`src/rtl/load_store_unit.sv`:
```
// Multi-cycle load/store unit: execute stage <-> word-addressed data RAM.
// Define MISALIGNED_SPLIT_EN to split misaligned accesses instead of faulting.
module load_store_unit #(
  parameter int DATA_WIDTH = 32,
  parameter int ADDR_WIDTH = 32
) (
  input  logic                  clk,
  input  logic                  rst_n,
  input  logic                  clk_en,
  input  logic                  i_req,
  input  logic                  i_we,
  input  logic [2:0]            i_funct3,
  input  logic [ADDR_WIDTH-1:0] i_addr,
  input  logic [DATA_WIDTH-1:0] i_wdata,
  output logic                  o_ready,
  output logic                  o_done,
  output logic [DATA_WIDTH-1:0] o_rdata,
  output logic [1:0]            o_fault,
  output logic                  o_mem_req,
  output logic                  o_mem_we,
  output logic [ADDR_WIDTH-$clog2(DATA_WIDTH/8)-1:0] o_mem_addr,
  output logic [DATA_WIDTH/8-1:0] o_mem_be,
  output logic [DATA_WIDTH-1:0] o_mem_wdata,
  input  logic                  i_mem_ready,
  input  logic [DATA_WIDTH-1:0] i_mem_rdata
);

  localparam int DW  = DATA_WIDTH;
  localparam int NB  = DW / 8;
  localparam int LNB = $clog2(NB);
  localparam int WA  = ADDR_WIDTH - LNB;

`ifdef MISALIGNED_SPLIT_EN
  localparam bit SPLIT = 1'b1;
`else
  localparam bit SPLIT = 1'b0;
`endif

  localparam logic [1:0] S_IDLE = 2'd0;
  localparam logic [1:0] S_ACC0 = 2'd1;
  localparam logic [1:0] S_ACC1 = 2'd2;
  localparam logic [1:0] S_RESP = 2'd3;

  logic [1:0]            r_state;
  logic                  r_we;
  logic [2:0]            r_f3;
  logic [ADDR_WIDTH-1:0] r_addr;
  logic [DW-1:0]         r_wdata;
  logic [DW-1:0]         r_w0;
  logic [DW-1:0]         r_rdata;
  logic [1:0]            r_fault;
  logic                  r_cross;

  logic                  w_idle;
  logic                  w_we;
  logic [2:0]            w_f3;
  logic [LNB-1:0]        w_off;
  logic [3:0]            w_off4;
  logic [3:0]            w_size;
  logic [6:0]            w_bits;
  logic                  w_illegal;
  logic                  w_mis;
  logic                  w_cross;
  logic [DW-1:0]         w_mdw;
  logic [DW-1:0]         w_top;
  logic [DW-1:0]         w_lo;
  logic [DW-1:0]         w_hi;
  logic [2*DW-1:0]       w_sh;
  logic [DW-1:0]         w_val;
  logic [DW-1:0]         w_ext;
  logic [2*DW-1:0]       w_wide;
  logic [NB-1:0]         w_bm;
  logic [2*NB-1:0]       w_bew;
  logic                  w_hib;
  logic [WA-1:0]         w_wa;

  // Decode from the request in IDLE, from the latched access otherwise
  always_comb begin
    w_idle    = (r_state == S_IDLE);
    w_we      = w_idle ? i_we : r_we;
    w_f3      = w_idle ? i_funct3 : r_f3;
    w_off     = w_idle ? i_addr[LNB-1:0] : r_addr[LNB-1:0];
    w_off4    = 4'(w_off);
    w_size    = 4'd1 << w_f3[1:0];
    w_bits    = {w_size, 3'b000};
    w_illegal = (w_f3 == 3'b111)
              || (DW == 32 && w_f3 == 3'b011)
              || (w_we && w_f3[2]);
    w_mis     = |(w_off4 & (w_size - 4'd1));
    w_cross   = ({1'b0, w_off4} + {1'b0, w_size}) > 5'(NB);
    w_mdw     = (w_bits >= 7'(DW)) ? '1 : ~({DW{1'b1}} << w_bits);
    w_top     = w_mdw ^ (w_mdw >> 1);
    w_lo      = (r_state == S_ACC1) ? r_w0 : i_mem_rdata;
    w_hi      = (r_state == S_ACC1) ? i_mem_rdata : '0;
    w_sh      = {w_hi, w_lo} >> {w_off, 3'b000};
    w_val     = w_sh[DW-1:0] & w_mdw;
    w_ext     = (!w_f3[2] && |(w_val & w_top)) ? (w_val | ~w_mdw) : w_val;
    w_wide    = {{DW{1'b0}}, r_wdata & w_mdw} << {w_off, 3'b000};
    w_bm      = (w_size >= 4'(NB)) ? '1 : ~({NB{1'b1}} << w_size);
    w_bew     = {{NB{1'b0}}, w_bm} << w_off;
    w_hib     = (r_state == S_ACC1);
    w_wa      = r_addr[ADDR_WIDTH-1:LNB];
  end

  always_comb begin
    o_ready     = w_idle;
    o_done      = (r_state == S_RESP);
    o_rdata     = o_done ? r_rdata : '0;
    o_fault     = o_done ? r_fault : 2'b00;
    o_mem_req   = (r_state == S_ACC0) || w_hib;
    o_mem_we    = o_mem_req && r_we;
    o_mem_addr  = '0;
    o_mem_be    = '0;
    o_mem_wdata = '0;
    if (o_mem_req)
      o_mem_addr = w_hib ? w_wa + WA'(1) : w_wa;
    if (o_mem_we) begin
      o_mem_be    = w_hib ? w_bew[2*NB-1:NB] : w_bew[NB-1:0];
      o_mem_wdata = w_hib ? w_wide[2*DW-1:DW] : w_wide[DW-1:0];
    end
  end

  always_ff @(posedge clk) begin
    if (!rst_n) begin
      r_state <= S_IDLE;
      r_we    <= 1'b0;
      r_f3    <= '0;
      r_addr  <= '0;
      r_wdata <= '0;
      r_w0    <= '0;
      r_rdata <= '0;
      r_fault <= 2'b00;
      r_cross <= 1'b0;
    end else if (clk_en) begin
      unique case (r_state)
        S_IDLE: if (i_req) begin
          r_we    <= i_we;
          r_f3    <= i_funct3;
          r_addr  <= i_addr;
          r_wdata <= i_wdata;
          r_rdata <= '0;
          r_fault <= 2'b00;
          r_cross <= w_cross;
          if (w_illegal) begin
            r_fault <= 2'b10;
            r_state <= S_RESP;
          end else if (w_mis && !SPLIT) begin
            r_fault <= 2'b01;
            r_state <= S_RESP;
          end else begin
            r_state <= S_ACC0;
          end
        end
        S_ACC0: if (i_mem_ready) begin
          r_w0 <= i_mem_rdata;
          if (r_cross) begin
            r_state <= S_ACC1;
          end else begin
            r_rdata <= r_we ? '0 : w_ext;
            r_state <= S_RESP;
          end
        end
        S_ACC1: if (i_mem_ready) begin
          r_rdata <= r_we ? '0 : w_ext;
          r_state <= S_RESP;
        end
        default: r_state <= S_IDLE;
      endcase
    end
  end

endmodule
```
`config.mk`:
```
export PLATFORM = sky130hd
export DESIGN_NAME = load_store_unit
export DESIGN_NICKNAME = d
export VERILOG_FILES = /design/src/rtl/load_store_unit.sv
export SDC_FILE = /design/constraint.sdc
export NUM_CORES = 1
export LEC_CHECK = 0
export ABC_AREA = 1
export CAP_MARGIN = 20
export CORE_MARGIN = 3
export CORE_UTILIZATION = 30
export CTS_BUF_LIST = sky130_fd_sc_hd__clkbuf_16
export DETAILED_ROUTE_END_ITERATION = 10
export MAX_ROUTING_LAYER = met4
export SKIP_LAST_GASP = 1
export SLEW_MARGIN = 20
export SYNTH_ARGS = -nofsm -noshare
export SYNTH_HDL_FRONTEND = slang
export SYNTH_SLANG_ARGS = --single-unit
```
`constraint.sdc`:
```
create_clock -name clk -period 3 [get_ports clk]
set_input_delay 0.45 -clock clk [delete_from_list [all_inputs] [get_ports clk]]
set_output_delay 0.45 -clock clk [all_outputs]
set_load 0.02 [all_outputs]
```
# After elaboration in Yosys (flattened, before gate mapping)
# Index checks and enable logic that the tools add are counted.
dict set report word_totals {
  regBits 137
}
dict set report op_classes {
  add_sub_neg 3
  n_lt_le_gt_ge 3
  n_eq_ne 9
  n_shift 6
  muxes 31
  bitwise 9
  n_reduce_logical 15
}
# op count
set ops {}
lappend ops {{$mux W32} 12}
lappend ops {{$and A32 B32 Y32} 3}
lappend ops {{$pmux W32 S3} 1}
lappend ops {{$not A32 Y32} 2}
lappend ops {{$shl A32 B5 Y64} 1}
lappend ops {{$shr A64 B5 Y32} 1}
lappend ops {{$mux W30} 2}
lappend ops {{$or A32 B32 Y32} 1}
lappend ops {{$reduce_or A32 Y1} 1}
lappend ops {{$shl A32 B7 Y32 const A} 1}
lappend ops {{$xor A32 B31 Y32} 1}
lappend ops {{$add A30 B1 Y30 const B} 1}
lappend ops {{$mux W2} 8}
lappend ops {{$mux W4} 3}
lappend ops {{$ne A2 B2 Y1 const B} 4}
lappend ops {{$shl A4 B2 Y8} 1}
lappend ops {{$ge A7 B6 Y1 const B} 1}
lappend ops {{$pmux W2 S3} 1}
lappend ops {{$reduce_and A3 Y1} 2}
lappend ops {{$reduce_and A6 Y1} 1}
lappend ops {{$add A2 B4 Y5} 1}
lappend ops {{$gt A5 B3 Y1 const B} 1}
lappend ops {{$and A2 B4 Y4} 1}
lappend ops {{$eq A2 B2 Y1 const B} 2}
lappend ops {{17 further kinds} 23}

# Logic depth before layout (Yosys ltp)
# Gate-level depths: netlist of run 1.
dict set report logic_depth {
  ltp_word 15
  depth_mapped 15
}

# Least setup slack after synthesis of run 1
# No wires, ideal clock.
dict set report synth_path {
  path_kind {register -> output}
  from {register r_state[0]}
  to {output port o_mem_wdata[7]}
  arrival_ns 2.343
  setup_slack_ns 0.207
  path_stages_with_launch 9
  path_cell_list {dfxtp_1 inv_1 ha_1 o21ai_2 buf_6 buf_2 buf_4 nand2_1 a211oi_1}
}
dict set report synth_between {
  elab_chain_cells 10
  word_cells_on_any_way 16
  classes_between {1 x order compare; 2 x eq/ne; 3 x shift; 5 x mux; 2 x bitwise; 3 x reduce/logical}
}
# item line
set synth_rtl {}
lappend synth_rtl {{start, declared} 44} ;# logic [1:0] r_state;
lappend synth_rtl {{start signal, assigned} 125} ;# r_state <= S_IDLE;
lappend synth_rtl {{start signal, assigned} 146} ;# r_state <= S_RESP;
lappend synth_rtl {{start signal, assigned} 149} ;# r_state <= S_RESP;
lappend synth_rtl {{$logic_not A2 Y1 (*)} 79} ;# w_idle = (r_state == S_IDLE);
lappend synth_rtl {{net o_ready} 15} ;# output logic o_ready,
lappend synth_rtl {{$mux W3} 81} ;# w_f3 = w_idle ? i_funct3 : r_f3;
lappend synth_rtl {{$shl A1 B2 Y4} 84} ;# w_size = 4'd1 << w_f3[1:0];
lappend synth_rtl {{$shl A32 B7 Y32} 91} ;# w_mdw = (w_bits >= 7'(DW)) ? '1 : ~({DW{1'b1}} << w_bits);
lappend synth_rtl {{$not A32 Y32} 91}
lappend synth_rtl {{$mux W32} 91}
lappend synth_rtl {{$and A32 B32 Y32} 98} ;# w_wide = {{DW{1'b0}}, r_wdata & w_mdw} << {w_off, 3'b000};
lappend synth_rtl {{$shl A32 B5 Y64 (*)} 98}
lappend synth_rtl {{$mux W32 (*)} 119} ;# o_mem_wdata = w_hib ? w_wide[2*DW-1:DW] : w_wide[DW-1:0];
lappend synth_rtl {{$mux W32 (*)} 117} ;# if (o_mem_we) begin
lappend synth_rtl {{end, declared} 23} ;# output logic [DATA_WIDTH-1:0] o_mem_wdata,
# Mark *: on every way through the listed nets, which the timed path passes. The rest lies on a longest branch.

# Worst setup path after layout of run 1
dict set report layout_path {
  from {register r_state[1]}
  to {output port o_mem_wdata[13]}
}
dict set report layout_between {
  elab_chain_cells 10
  word_cells_on_any_way 16
  classes_between {1 x order compare; 2 x eq/ne; 3 x shift; 5 x mux; 2 x bitwise; 3 x reduce/logical}
}
# item line
set layout_rtl {}
lappend layout_rtl {{$logic_not A2 Y1} 79}
lappend layout_rtl {{$mux W3} 81}
lappend layout_rtl {{$shl A1 B2 Y4} 84}
lappend layout_rtl {{$shl A32 B7 Y32} 91}
lappend layout_rtl {{$not A32 Y32} 91}
lappend layout_rtl {{$mux W32} 91}
lappend layout_rtl {{$and A32 B32 Y32} 98}
lappend layout_rtl {{$shl A32 B5 Y64} 98}
lappend layout_rtl {{$mux W32} 119}
lappend layout_rtl {{$mux W32 (*)} 117}
# Mark *: on every way between the ends. The rest lies on a longest branch, timed or not.

==> out/qor.txt, run 1 <==
SYNTH
----------------------------------------------------------------------------------------
Count of synthesis-stage warnings from yosys                                           0
Async SR Flop Fraction                                                                 0
Total of flip-flops plus latches after synthesis                                     137
Mean area per synthesized cell                                                 6.25 um^2
Post-synth EDFFs                                                                       0
Share of the yosys chip area belonging to registers                                0.314
Main synth FF type                                                          sky130_fd_sc_hd__dfxtp_1
Number of unique standard cell types used by synthesis                                45
Post-synth net total                                                                1514
Cell Area, Synth                                                               8740 um^2
Gate count of the mapped netlist                                                    1399

WORST HOLD PATH
----------------------------------------------------------------------------------------
Worst hold path type                                                              in2reg

FINAL LAYOUT
----------------------------------------------------------------------------------------
Total non-filler cell area in the finished layout                             12600 um^2
# fillers                                                                           2944
Multi-input gate area in the final layout                                      5170 um^2
Final core area utilization                                                        0.445
Cell Count, Final, Fillers Out                                                      2046
Area used by sequential logic in the layout                                    2740 um^2
Most common library cell in the layout ignoring fill and taps               sky130_fd_sc_hd__nand2_1
Final net count                                                                     1768
Layout cells sized above 1                                                         0.172
Area Overhead vs Synth                                                             43.7%
Commonest non-fill, non-tap cells in the layout                             sky130_fd_sc_hd__nand2_1 (306), sky130_fd_sc_hd__a21oi_1 (170), sky130_fd_sc_hd__o21ai_0 (159), sky130_fd_sc_hd__inv_1 (157), sky130_fd_sc_hd__clkdlybuf4s50_1 (149)

STA
----------------------------------------------------------------------------------------
Total of endpoints with negative setup slack in the final report                       0
Slew Viols, Final                                                                      0
Hold WS                                                                           383 ps
Hold violation count in the final report                                               0
Final worst-path cycle share                                                       0.980
Unrepaired setup endpoints after global routing                                     true
Worst clock skew                                                                 11.7 ps
Max Clock Freq                                                                   340 MHz
Min Clock Period, post-route                                                     2940 ps
Max-slew headroom                                                                  0.650
Slew at the pin with the worst max-slew slack                                     525 ps

FLOORPLAN
----------------------------------------------------------------------------------------
Horizontal die dimension                                                          177 um
Top Ports                                                                            209
Placeable core region                                                         28200 um^2
Number of placement rows                                                              61
Initial cell density of the core                                                   0.310
Die boundary height                                                               177 um
Die ar.                                                                       31200 um^2

CLOCK NETWORK
----------------------------------------------------------------------------------------
Cell at the root of the clock tree                                          sky130_fd_sc_hd__clkbuf_16
Max Buffers Root-to-Sink                                                               2
Clock-pin slew of the registers on the worst-case setup and hold paths             60 ps
Number of buffers created by CTS                                                      17
CTS tree                                                                             yes
Number of H-tree branching levels                                                      4
Number of sinks driven by the clock tree                                             137
Clock Latency Late Sink                                                           440 ps
Hold buffer count at CTS                                                               0

POWER AND IR DROP
----------------------------------------------------------------------------------------
Peak supply drop                                                                0.488 mV
Power, Total                                                                     8.60 mW
Power per standard cell area                                                 685 nW/um^2
Static leakage power                                                             5.33 nW

WORST SETUP PATH
----------------------------------------------------------------------------------------
Endpoint kind of the worst setup timing path                                primary output
Highest net fanout along the worst path                                                9
Category of the worst setup path launch point                                   register
Required time at the worst-slack endpoint                                        2550 ps
Arrival time worst endpoint                                                      2490 ps
Category of the critical setup timing path                                       reg2out

ROUTING
----------------------------------------------------------------------------------------
Total via count in the routed design                                               10034
Antenna viol nets, final                                                               0
1st-pass router iterations                                                             5
DRC errors left                                                                        0
Routed length per instance                                                       16.6 um
Detailed Route Iter0 Violations                                                      772
Final wirelength                                                                33900 um
Via density                                                                         4.90

PLACEMENT
----------------------------------------------------------------------------------------
Number of I/O port buffers                                                           208
Placed Cells                                                                        1998
Area after DPL                                                                11700 um^2
Routability congestion estimate                                                    0.888
Total half-perimeter wirelength after legalization and detailed placement       25000 um

GLOBAL ROUTE
----------------------------------------------------------------------------------------
Number of antenna violations at the first check in global routing                      2
Total global routing track utilization                                             0.218
First-pass GRT wire length                                                      52100 um
Via count of the first global-routing pass                                          9838
Pin count of the biggest net entering global routing                                  74
Remaining global-route overflow                                                        0

OUTCOME
----------------------------------------------------------------------------------------
Result of the run                                                           complete, no violations

RUN
----------------------------------------------------------------------------------------
Max_cap viols                                                                          0

## sequential cells by signal, summed over array words and instances, names as in the netlist
register	count
r_addr	32
r_rdata	32
r_w0	32
r_wdata	32
r_f3	3
r_fault	2
r_state	2
r_cross	1
r_we	1
## logic make-up (layout without fill, tap and decap cells)
| kind of cell | count (synthesis) | in the layout | synth area share |
|---|---|---|---|
| compound gates | 436 | 436 | 0.277 |
| other cells | 0 | 3 | 0 |
| xor+xnor | 9 | 9 | 0.00902 |
| fa+ha+maj | 10 | 10 | 0.0152 |
| buf+inv | 259 | 525 | 0.123 |
| flops | 137 | 137 | 0.314 |
| simple gates | 548 | 548 | 0.261 |
## repair_timing
action | in CTS | in global routing
resized for setup | 184 | 114
pin swaps | 8 | 15
endpoints found under the setup margin | 61 | 59
cloned | 0 | 1
setup buffers | 3 | 10
## cells in the mapped netlist, drive strengths merged (8+ instances only)
library cell / count / area [um^2]
ha: 9 / 113
xor2: 9 / 78.8
buf: 38 / 246
nor3: 17 / 90.1
clkbuf: 52 / 195
a21oi: 181 / 943
dfxtp: 137 / 2740
nand3: 55 / 280
nand2: 329 / 1310
o211ai: 25 / 188
nand4: 8 / 50.1
a22oi: 12 / 90.1
o21ai: 185 / 948
inv: 166 / 626
nor2: 133 / 512
a211oi: 21 / 158
## where the power goes
group          switching, mW  internal (mW)
registers              0.133           2.03
clock network          0.875           1.39
logic                   2.60           1.57
## metal layers
| layer | up-vias | track usage | routed length [um] |
|---|---|---|---|
| met5 | - | - | 0 |
| met4 | 0 | 0.0465 | 445 |
| met3 | 28 | 0.0420 | 2040 |
| met2 | 316 | 0.374 | 16600 |
| met1 | 4589 | 0.267 | 14900 |
| li1 | 5101 | - | - |
## through the flow
step                worst slack, ps  setup TNS (ps)
floorplan                       207               0
global placement               -290           -7040
detailed placement             -315           -7090
CTS                            -174            -692
global route                  -94.2            -517
finish                         59.6               0
## critical path: stages, from the launching register on
cell	delay (ps)
sky130_fd_sc_hd__dfxtp_1	330
sky130_fd_sc_hd__inv_1	80
sky130_fd_sc_hd__ha_4	200
sky130_fd_sc_hd__buf_4	160
sky130_fd_sc_hd__buf_4	140
sky130_fd_sc_hd__o21ai_4	160
sky130_fd_sc_hd__buf_12	140
sky130_fd_sc_hd__buf_6	130
sky130_fd_sc_hd__nand2_4	100
sky130_fd_sc_hd__o21ai_0	200
sky130_fd_sc_hd__nand2_1	80
sky130_fd_sc_hd__inv_1	50
sky130_fd_sc_hd__clkdlybuf4s15_1	300
## final timing paths
| kind | start | to | slack [ps] | cells past startpoint |
|---|---|---|---|---|
| setup reg to reg | r_state[1] | r_cross | 490 | 12 |
| setup / recovery | r_state[1] | o_mem_wdata[13] | 60 | 12 |
| hold / removal | rst_n | r_addr[13] | 380 | 3 |
| hold reg to reg | r_w0[31] | r_w0[31] | 450 | 2 |
## final cells by class
type                    count  area share
diodes                      3    0.000598
clock buffers              17      0.0339
clock inverters            14      0.0157
inverters                 169      0.0518
multi-input cells        1003       0.412
flip-flops and latches    137       0.218
well taps                 378      0.0377
repair buffers            325       0.230
Note: power is estimated with default switching activity, not from simulation.
==> run 2: changes to the inputs <==
==> constraint.sdc (replaced) <==
create_clock -name clk -period 3.5 [get_ports clk]
set_input_delay 0.525 -clock clk [delete_from_list [all_inputs] [get_ports clk]]
set_output_delay 0.525 -clock clk [all_outputs]
set_load 0.02 [all_outputs]
==> run 2 against run 1 <==
  * The flow now finishes with violations (setup timing)
  * Critical path type unchanged
  * Die area did not move
  * Cell area down 4.8%
  * Critical endpoint is now o_mem_wdata[6]
  * Hold slack gained 64 ps
  * Largest cell class unchanged
  * Clock skew grew 0.75 ps
==> out/qor.txt, run 2 (synthesized netlist as in run 1, its figures left out) <==
PLACEMENT
----------------------------------------------------------------------------------------
Total half-perimeter wirelength after legalization and detailed placement       24700 um   -1.5%
Placed Cells                                                                        1943   -2.8%
Routability congestion estimate                                                    0.893   +0.59%
Number of I/O port buffers                                                           208   unchanged
Placement Setup Slack                                                            54.2 ps   +370 ps

FLOORPLAN
----------------------------------------------------------------------------------------
Placeable core region                                                         28200 um^2   unchanged
Top Ports                                                                            209   unchanged
Die ar.                                                                       31200 um^2   unchanged
Initial cell density of the core                                                   0.310   unchanged
Horizontal die dimension                                                          177 um   unchanged
Number of placement rows                                                              61   unchanged
Die boundary height                                                               177 um   unchanged

CLOCK NETWORK
----------------------------------------------------------------------------------------
Number of H-tree branching levels                                                      4   unchanged
Hold buffer count at CTS                                                               0   unchanged
Clock-pin slew of the registers on the worst-case setup and hold paths             70 ps   about the same
Number of sinks driven by the clock tree                                             137   unchanged
Number of buffers created by CTS                                                      17   unchanged
Clock Latency Late Sink                                                           440 ps   about the same
Max Buffers Root-to-Sink                                                               2   unchanged
Cell at the root of the clock tree                                          sky130_fd_sc_hd__clkbuf_16
CTS tree                                                                             yes

POWER AND IR DROP
----------------------------------------------------------------------------------------
Sequential Power Share                                                             0.272   +0.021
Switching portion of total power                                                   0.440   +0.0205
Power spent charging and discharging nets                                        2.99 mW   -17%
Peak supply drop                                                                0.366 mV   -25%
Design internal power                                                            3.80 mW   -24%
Relative contribution of combinational cells to total power                        0.470   -0.015
Power per standard cell area                                                 568 nW/um^2   -17%
Static leakage power                                                             5.36 nW   +0.45%
Power, Total                                                                     6.80 mW   -21%
Clock Power Share                                                                  0.258   -0.006

RUN
----------------------------------------------------------------------------------------
Max_cap viols                                                                          0   unchanged

STA
----------------------------------------------------------------------------------------
Total of endpoints with negative setup slack in the final report                       1   +1
Hold WS                                                                           448 ps   +64.2 ps
Setup slack after layout                                                        -84.0 ps   -144 ps
Hold violation count in the final report                                               0   unchanged
Total Neg Setup Slack                                                           -84.0 ps   -84.0 ps
Slew Viols, Final                                                                      0   unchanged
Slew at the pin with the worst max-slew slack                                     762 ps   +236 ps
Unrepaired setup endpoints after global routing                                     true
Max-slew headroom                                                                  0.492   -0.158
Min Clock Period, post-route                                                     3580 ps
Worst clock skew                                                                 12.5 ps   +0.747 ps
Max Clock Freq                                                                   279 MHz
Final worst-path cycle share                                                        1.02

ROUTING
----------------------------------------------------------------------------------------
Antenna viol nets, final                                                               0   unchanged
Via density                                                                         5.00   +1.9%
Final wirelength                                                                33200 um   -2.0%
Routed length per instance                                                       16.8 um   +1.3%
DRC errors left                                                                        0   unchanged
1st-pass router iterations                                                             5   unchanged
Detailed Route Iter0 Violations                                                      800   +3.6%
Total via count in the routed design                                                9887   -1.5%

GLOBAL ROUTE
----------------------------------------------------------------------------------------
Remaining global-route overflow                                                        0   unchanged
Number of antenna violations at the first check in global routing                      2   unchanged
Pin count of the biggest net entering global routing                                  74   unchanged
First-pass GRT wire length                                                      51500 um   -1.1%
Total global routing track utilization                                             0.215   -0.00255
Via count of the first global-routing pass                                          9676   -1.6%

WORST SETUP PATH
----------------------------------------------------------------------------------------
Worst R2R Setup Slack                                                             800 ps   +310 ps
Required time at the worst-slack endpoint                                        2970 ps   +420 ps
Category of the worst setup path launch point                                   register
Destination of the worst register-to-register timing path                     r_rdata[2]
Reg2Reg Launch Point                                                          r_state[0]
Worst-path cell with the longest stage delay                                sky130_fd_sc_hd__clkdlybuf4s50_1
Category of the critical setup timing path                                       reg2out
Endpoint kind of the worst setup timing path                                primary output
CP max stage delay                                                                590 ps   +260 ps
Most prevalent standard cell on the critical path                           sky130_fd_sc_hd__buf_4
Highest net fanout along the worst path                                               11   +2
Cell-by-cell trace of the critical path                                     inv_1 > ha_4 > inv_2 > buf_4 > o21ai_4 > nand2_4 > clkinv_2 > a21oi_1 > a211oi_1 > buf_4 > clkdlybuf4s50_1
Cells on worst reg2reg path                                                           12   unchanged
Arrival time worst endpoint                                                      3060 ps   +570 ps

OUTCOME
----------------------------------------------------------------------------------------
Result of the run                                                           finished with violations
Violations in the final reports                                             setup timing

WORST HOLD PATH
----------------------------------------------------------------------------------------
Hold Startpoint                                                                 r_w0[26]
Endpoint, Worst Hold                                                            r_w0[26]
Worst hold path type                                                             reg2reg
Worst hold path stage count                                                            2   -1

FINAL LAYOUT
----------------------------------------------------------------------------------------
Final net count                                                                     1700   -3.8%
Area Overhead vs Synth                                                             36.8%
Layout cells sized above 1                                                        0.0907   -0.0816
Cell Count, Final, Fillers Out                                                      1978   -3.3%
Most common library cell in the layout ignoring fill and taps               sky130_fd_sc_hd__nand2_1
Commonest non-fill, non-tap cells in the layout                             sky130_fd_sc_hd__nand2_1 (307), sky130_fd_sc_hd__o21ai_0 (173), sky130_fd_sc_hd__a21oi_1 (171), sky130_fd_sc_hd__inv_1 (160), sky130_fd_sc_hd__clkdlybuf4s50_1 (158)

run 2: cell type report:
cell class / count / area [um^2]
antenna: 2 / 5.00
clock buffer: 17 / 425
clock inverter: 15 / 126
fill: 3008 / 16300
inverter: 169 / 641
multi-input combinational: 1003 / 5020
sequential: 137 / 2740
tap: 378 / 473
timing repair buffer: 257 / 2530
run 2: worst max path at each step:
| stage | from | end | cells after the start |
|---|---|---|---|
| 6_report | r_state[0] | o_mem_wdata[6] | 11 |
| 3_5_place_dp | i_funct3[1] | o_mem_wdata[25] | 12 |
| 5_1_grt | r_state[0] | o_mem_wdata[25] | 12 |
| 3_3_place_gp | i_funct3[1] | o_mem_wdata[5] | 11 |
| 4_1_cts | r_state[0] | o_mem_wdata[20] | 6 |
| 2_1_floorplan | r_state[0] | o_mem_wdata[7] | 8 |
run 2: stage by stage:
step / utilization / instance area, um^2
after floorplan: - / 8740
after global placement: 0.399 / 11300
after detailed placement: 0.399 / 11300
after CTS: 0.420 / 11900
after global routing: 0.424 / 12000
final: 0.424 / 12000
run 2: power groups by stage:
stage	logic, mW	registers [mW]	clock network [mW]
detailed placement	3.12	1.89	0
CTS	3.16	1.85	1.79
global placement	3.12	1.88	0
global route	3.52	1.87	1.83
finish	3.19	1.85	1.75
floorplan	2.11	1.85	0
run 2: worst max-delay path: cells and delay by family, from the launching register on:
kind                     cells  cell delay (ps)
AO/OA/AOI/OAI                3              660
buffers and inverters        6             1290
adder cells (fa/ha/maj)      1              240
flip-flops                   1              340
AND/OR/NAND/NOR              1               80
run 2: repair_timing:
item	4_1_cts	5_1_grt
pin swaps	0	3
setup buffers	0	1
resized for setup	37	51
setup endpoints to repair	51	37
run 2: layer usage:
| metal | vias to the layer above | routed length [um] | global-route usage |
|---|---|---|---|
| met5 | - | 0 | - |
| met4 | 0 | 790 | 0.0651 |
| met3 | 49 | 1940 | 0.0403 |
| met2 | 311 | 15900 | 0.358 |
| met1 | 4550 | 14600 | 0.267 |
| li1 | 4977 | - | - |
==> run 3: changes to the inputs <==
--- a/config.mk
+++ b/config.mk
@@ -11,6 +11,7 @@
 export CORE_UTILIZATION = 30
 export CTS_BUF_LIST = sky130_fd_sc_hd__clkbuf_16
 export DETAILED_ROUTE_END_ITERATION = 10
+export GPL_ROUTABILITY_DRIVEN = 0
 export MAX_ROUTING_LAYER = met4
 export SKIP_LAST_GASP = 1
 export SLEW_MARGIN = 20
==> run 3 against run 2 <==
  * The run now ends clean
  * Die area unchanged
  * Global-route usage fell by 1.0 points
  * Clock skew decreased by 3.9 ps
  * Fmax is 7.1% higher
  * Largest power group unchanged
  * Sequential power hardly changed
  * Largest cell class unchanged
  * Clock power is 10% higher
  * Cell count fell by 0.10%
  * Sequential share of layout area fell by 0.19 points
  * Total power increased by 2.0%
  * Flip-flop and latch count is the same
==> out/qor.txt, run 3 (synthesized netlist as in run 1, its figures left out) <==
OUTCOME
----------------------------------------------------------------------------------------
Result of the run                                                           complete, no violations

GLOBAL ROUTE
----------------------------------------------------------------------------------------
Remaining global-route overflow                                                        0   unchanged
Via count of the first global-routing pass                                          9412   -2.7%
Total global routing track utilization                                             0.205   -0.0102
First-pass GRT wire length                                                      49700 um   -3.6%
Pin count of the biggest net entering global routing                                  74   unchanged
Number of antenna violations at the first check in global routing                      2   unchanged

STA
----------------------------------------------------------------------------------------
Hold WS                                                                           449 ps   +0.918 ps
Hold violation count in the final report                                               0   unchanged
Total Neg Setup Slack                                                               0 ps   +84.0 ps
Max-slew headroom                                                                  0.408   -0.0839
Max Clock Freq                                                                   299 MHz   +7.1%
Slew at the pin with the worst max-slew slack                                     888 ps   +126 ps
Worst clock skew                                                                 8.53 ps   -3.95 ps
Slew Viols, Final                                                                      0   unchanged
Final worst-path cycle share                                                       0.956   -0.0677
Setup slack after layout                                                          153 ps   +237 ps
Min Clock Period, post-route                                                     3350 ps   -237 ps
Total of endpoints with negative setup slack in the final report                       0   -1

WORST SETUP PATH
----------------------------------------------------------------------------------------
Category of the critical setup timing path                                       reg2out
Required time at the worst-slack endpoint                                        2970 ps   about the same
Highest net fanout along the worst path                                               17   +6
Endpoint kind of the worst setup timing path                                primary output
Category of the worst setup path launch point                                   register
Arrival time worst endpoint                                                      2820 ps   -240 ps
Cells on worst reg2reg path                                                           11   -1

FINAL LAYOUT
----------------------------------------------------------------------------------------
Area used by sequential logic in the layout                                    2740 um^2   unchanged
Final core area utilization                                                        0.427   +0.00355
Cell Count, Final, Fillers Out                                                      1976   -0.10%
# fillers                                                                           3007   -0.033%
Area Overhead vs Synth                                                             38.0%
Multi-input gate area in the final layout                                      5040 um^2   +0.30%
Final net count                                                                     1697   -0.18%
Layout cells sized above 1                                                        0.0928   +0.00205
Total non-filler cell area in the finished layout                             12100 um^2   +0.84%
Commonest non-fill, non-tap cells in the layout                             sky130_fd_sc_hd__nand2_1 (307), sky130_fd_sc_hd__o21ai_0 (178), sky130_fd_sc_hd__a21oi_1 (171), sky130_fd_sc_hd__clkdlybuf4s50_1 (160), sky130_fd_sc_hd__inv_1 (159)
Most common library cell in the layout ignoring fill and taps               sky130_fd_sc_hd__nand2_1

POWER AND IR DROP
----------------------------------------------------------------------------------------
Sequential Power Share                                                             0.267   -0.005
Design internal power                                                            3.98 mW   +4.6%
Relative contribution of combinational cells to total power                        0.455   -0.015
Clock Power Share                                                                  0.278   +0.020
Power spent charging and discharging nets                                        2.95 mW   -1.4%
Switching portion of total power                                                   0.426   -0.0144
Static leakage power                                                             5.49 nW   +2.5%
Power, Total                                                                     6.93 mW   +2.0%
Power per standard cell area                                                 575 nW/um^2   +1.1%
Peak supply drop                                                                0.349 mV   -4.4%

PLACEMENT
----------------------------------------------------------------------------------------
Number of I/O port buffers                                                           208   unchanged
Area after DPL                                                                11200 um^2   -0.71%
Total half-perimeter wirelength after legalization and detailed placement       23400 um   -5.2%
Placement Setup Slack                                                            47.4 ps   -6.73 ps
Placed Cells                                                                        1934   -0.46%

CLOCK NETWORK
----------------------------------------------------------------------------------------
Max Buffers Root-to-Sink                                                               2   unchanged
Cell at the root of the clock tree                                          sky130_fd_sc_hd__clkbuf_16
Clock-pin slew of the registers on the worst-case setup and hold paths             70 ps   about the same
Number of sinks driven by the clock tree                                             137   unchanged
Number of H-tree branching levels                                                      4   unchanged
Clock Latency Late Sink                                                           430 ps   about the same
CTS tree                                                                             yes
Number of buffers created by CTS                                                      17   unchanged

WORST HOLD PATH
----------------------------------------------------------------------------------------
Worst hold path stage count                                                            2   unchanged
Worst hold path type                                                             reg2reg

RUN
----------------------------------------------------------------------------------------
Max_cap viols                                                                          0   unchanged

ROUTING
----------------------------------------------------------------------------------------
Antenna viol nets, final                                                               0   unchanged
1st-pass router iterations                                                             6   +1
Routed length per instance                                                       16.1 um   -4.2%
Via density                                                                         5.02   +0.33%
Total via count in the routed design                                                9910   +0.23%
DRC errors left                                                                        0   unchanged
Final wirelength                                                                31800 um   -4.3%
Detailed Route Iter0 Violations                                                      716   -11%

FLOORPLAN
----------------------------------------------------------------------------------------
Horizontal die dimension                                                          177 um   unchanged
Top Ports                                                                            209   unchanged
Number of placement rows                                                              61   unchanged
Die ar.                                                                       31200 um^2   unchanged
Die boundary height                                                               177 um   unchanged
Placeable core region                                                         28200 um^2   unchanged
Initial cell density of the core                                                   0.310   unchanged

run 3: cell count changes in the layout (fill, tap and decap cells not counted), moves of 3 or more:
cell and delta:
sky130_fd_sc_hd__o21ai_0 +5, sky130_fd_sc_hd__dlygate4sd2_1 -8, sky130_fd_sc_hd__clkinv_4 +3, sky130_fd_sc_hd__a211oi_2 +4, sky130_fd_sc_hd__o21ai_1 -5, sky130_fd_sc_hd__buf_4 -4
sky130_fd_sc_hd__clkinv_1 -3, sky130_fd_sc_hd__dlymetal6s2s_1 +8, sky130_fd_sc_hd__a211oi_1 -4, sky130_fd_sc_hd__clkinvlp_4 -3
run 3: area by class of cell:
| class | instances | share of cell area |
|---|---|---|
| diodes | 3 | 0.000622 |
| inverters | 169 | 0.0532 |
| flip-flops and latches | 137 | 0.227 |
| clock buffers | 17 | 0.0353 |
| repair buffers | 254 | 0.211 |
| well taps | 378 | 0.0392 |
| multi-input cells | 1003 | 0.418 |
| clock inverters | 15 | 0.0158 |
run 3: path summary, 6_finish.rpt:
check	to	start	slack (ps)
hold / removal	r_w0[23]	r_w0[23]	450
setup reg to reg	r_cross	r_state[0]	910
setup / recovery	o_mem_addr[9]	r_state[0]	150
hold reg to reg	r_w0[23]	r_w0[23]	450
run 3: per-layer routing:
metal / GRT usage / wire length [um] / vias to the layer above
met5: - / 0 / -
met4: 0.0736 / 1030 / 0
met3: 0.0408 / 2380 / 74
met2: 0.334 / 15000 / 389
met1: 0.254 / 13400 / 4492
li1: - / - / 4955
run 3: power groups by stage:
| stage | Combinational, mW | Sequential, mW | Clock [mW] |
|---|---|---|---|
| global route | 3.48 | 1.87 | 2.03 |
| global placement | 2.98 | 1.88 | 0 |
| detailed placement | 3.00 | 1.88 | 0 |
| floorplan | 2.11 | 1.85 | 0 |
| finish | 3.15 | 1.85 | 1.93 |
| CTS | 3.04 | 1.85 | 1.95 |
run 3: what timing repair did:
action                                 4_1_cts  5_1_grt
pin swaps                                    0        3
endpoints found under the hold margin        0        0
hold buffers                                 0        0
resized for setup                           28       54
buffers inserted                             1        6
setup endpoints to repair                   48       47
run 3: worst max-delay path: stages (launching register included):
cell and delay [ps]:
sky130_fd_sc_hd__dfxtp_1 390, sky130_fd_sc_hd__inv_1 120, sky130_fd_sc_hd__ha_4 290, sky130_fd_sc_hd__buf_4 240, sky130_fd_sc_hd__clkinv_2 200, sky130_fd_sc_hd__buf_4 220
sky130_fd_sc_hd__a211oi_1 270, sky130_fd_sc_hd__clkdlybuf4s50_1 660
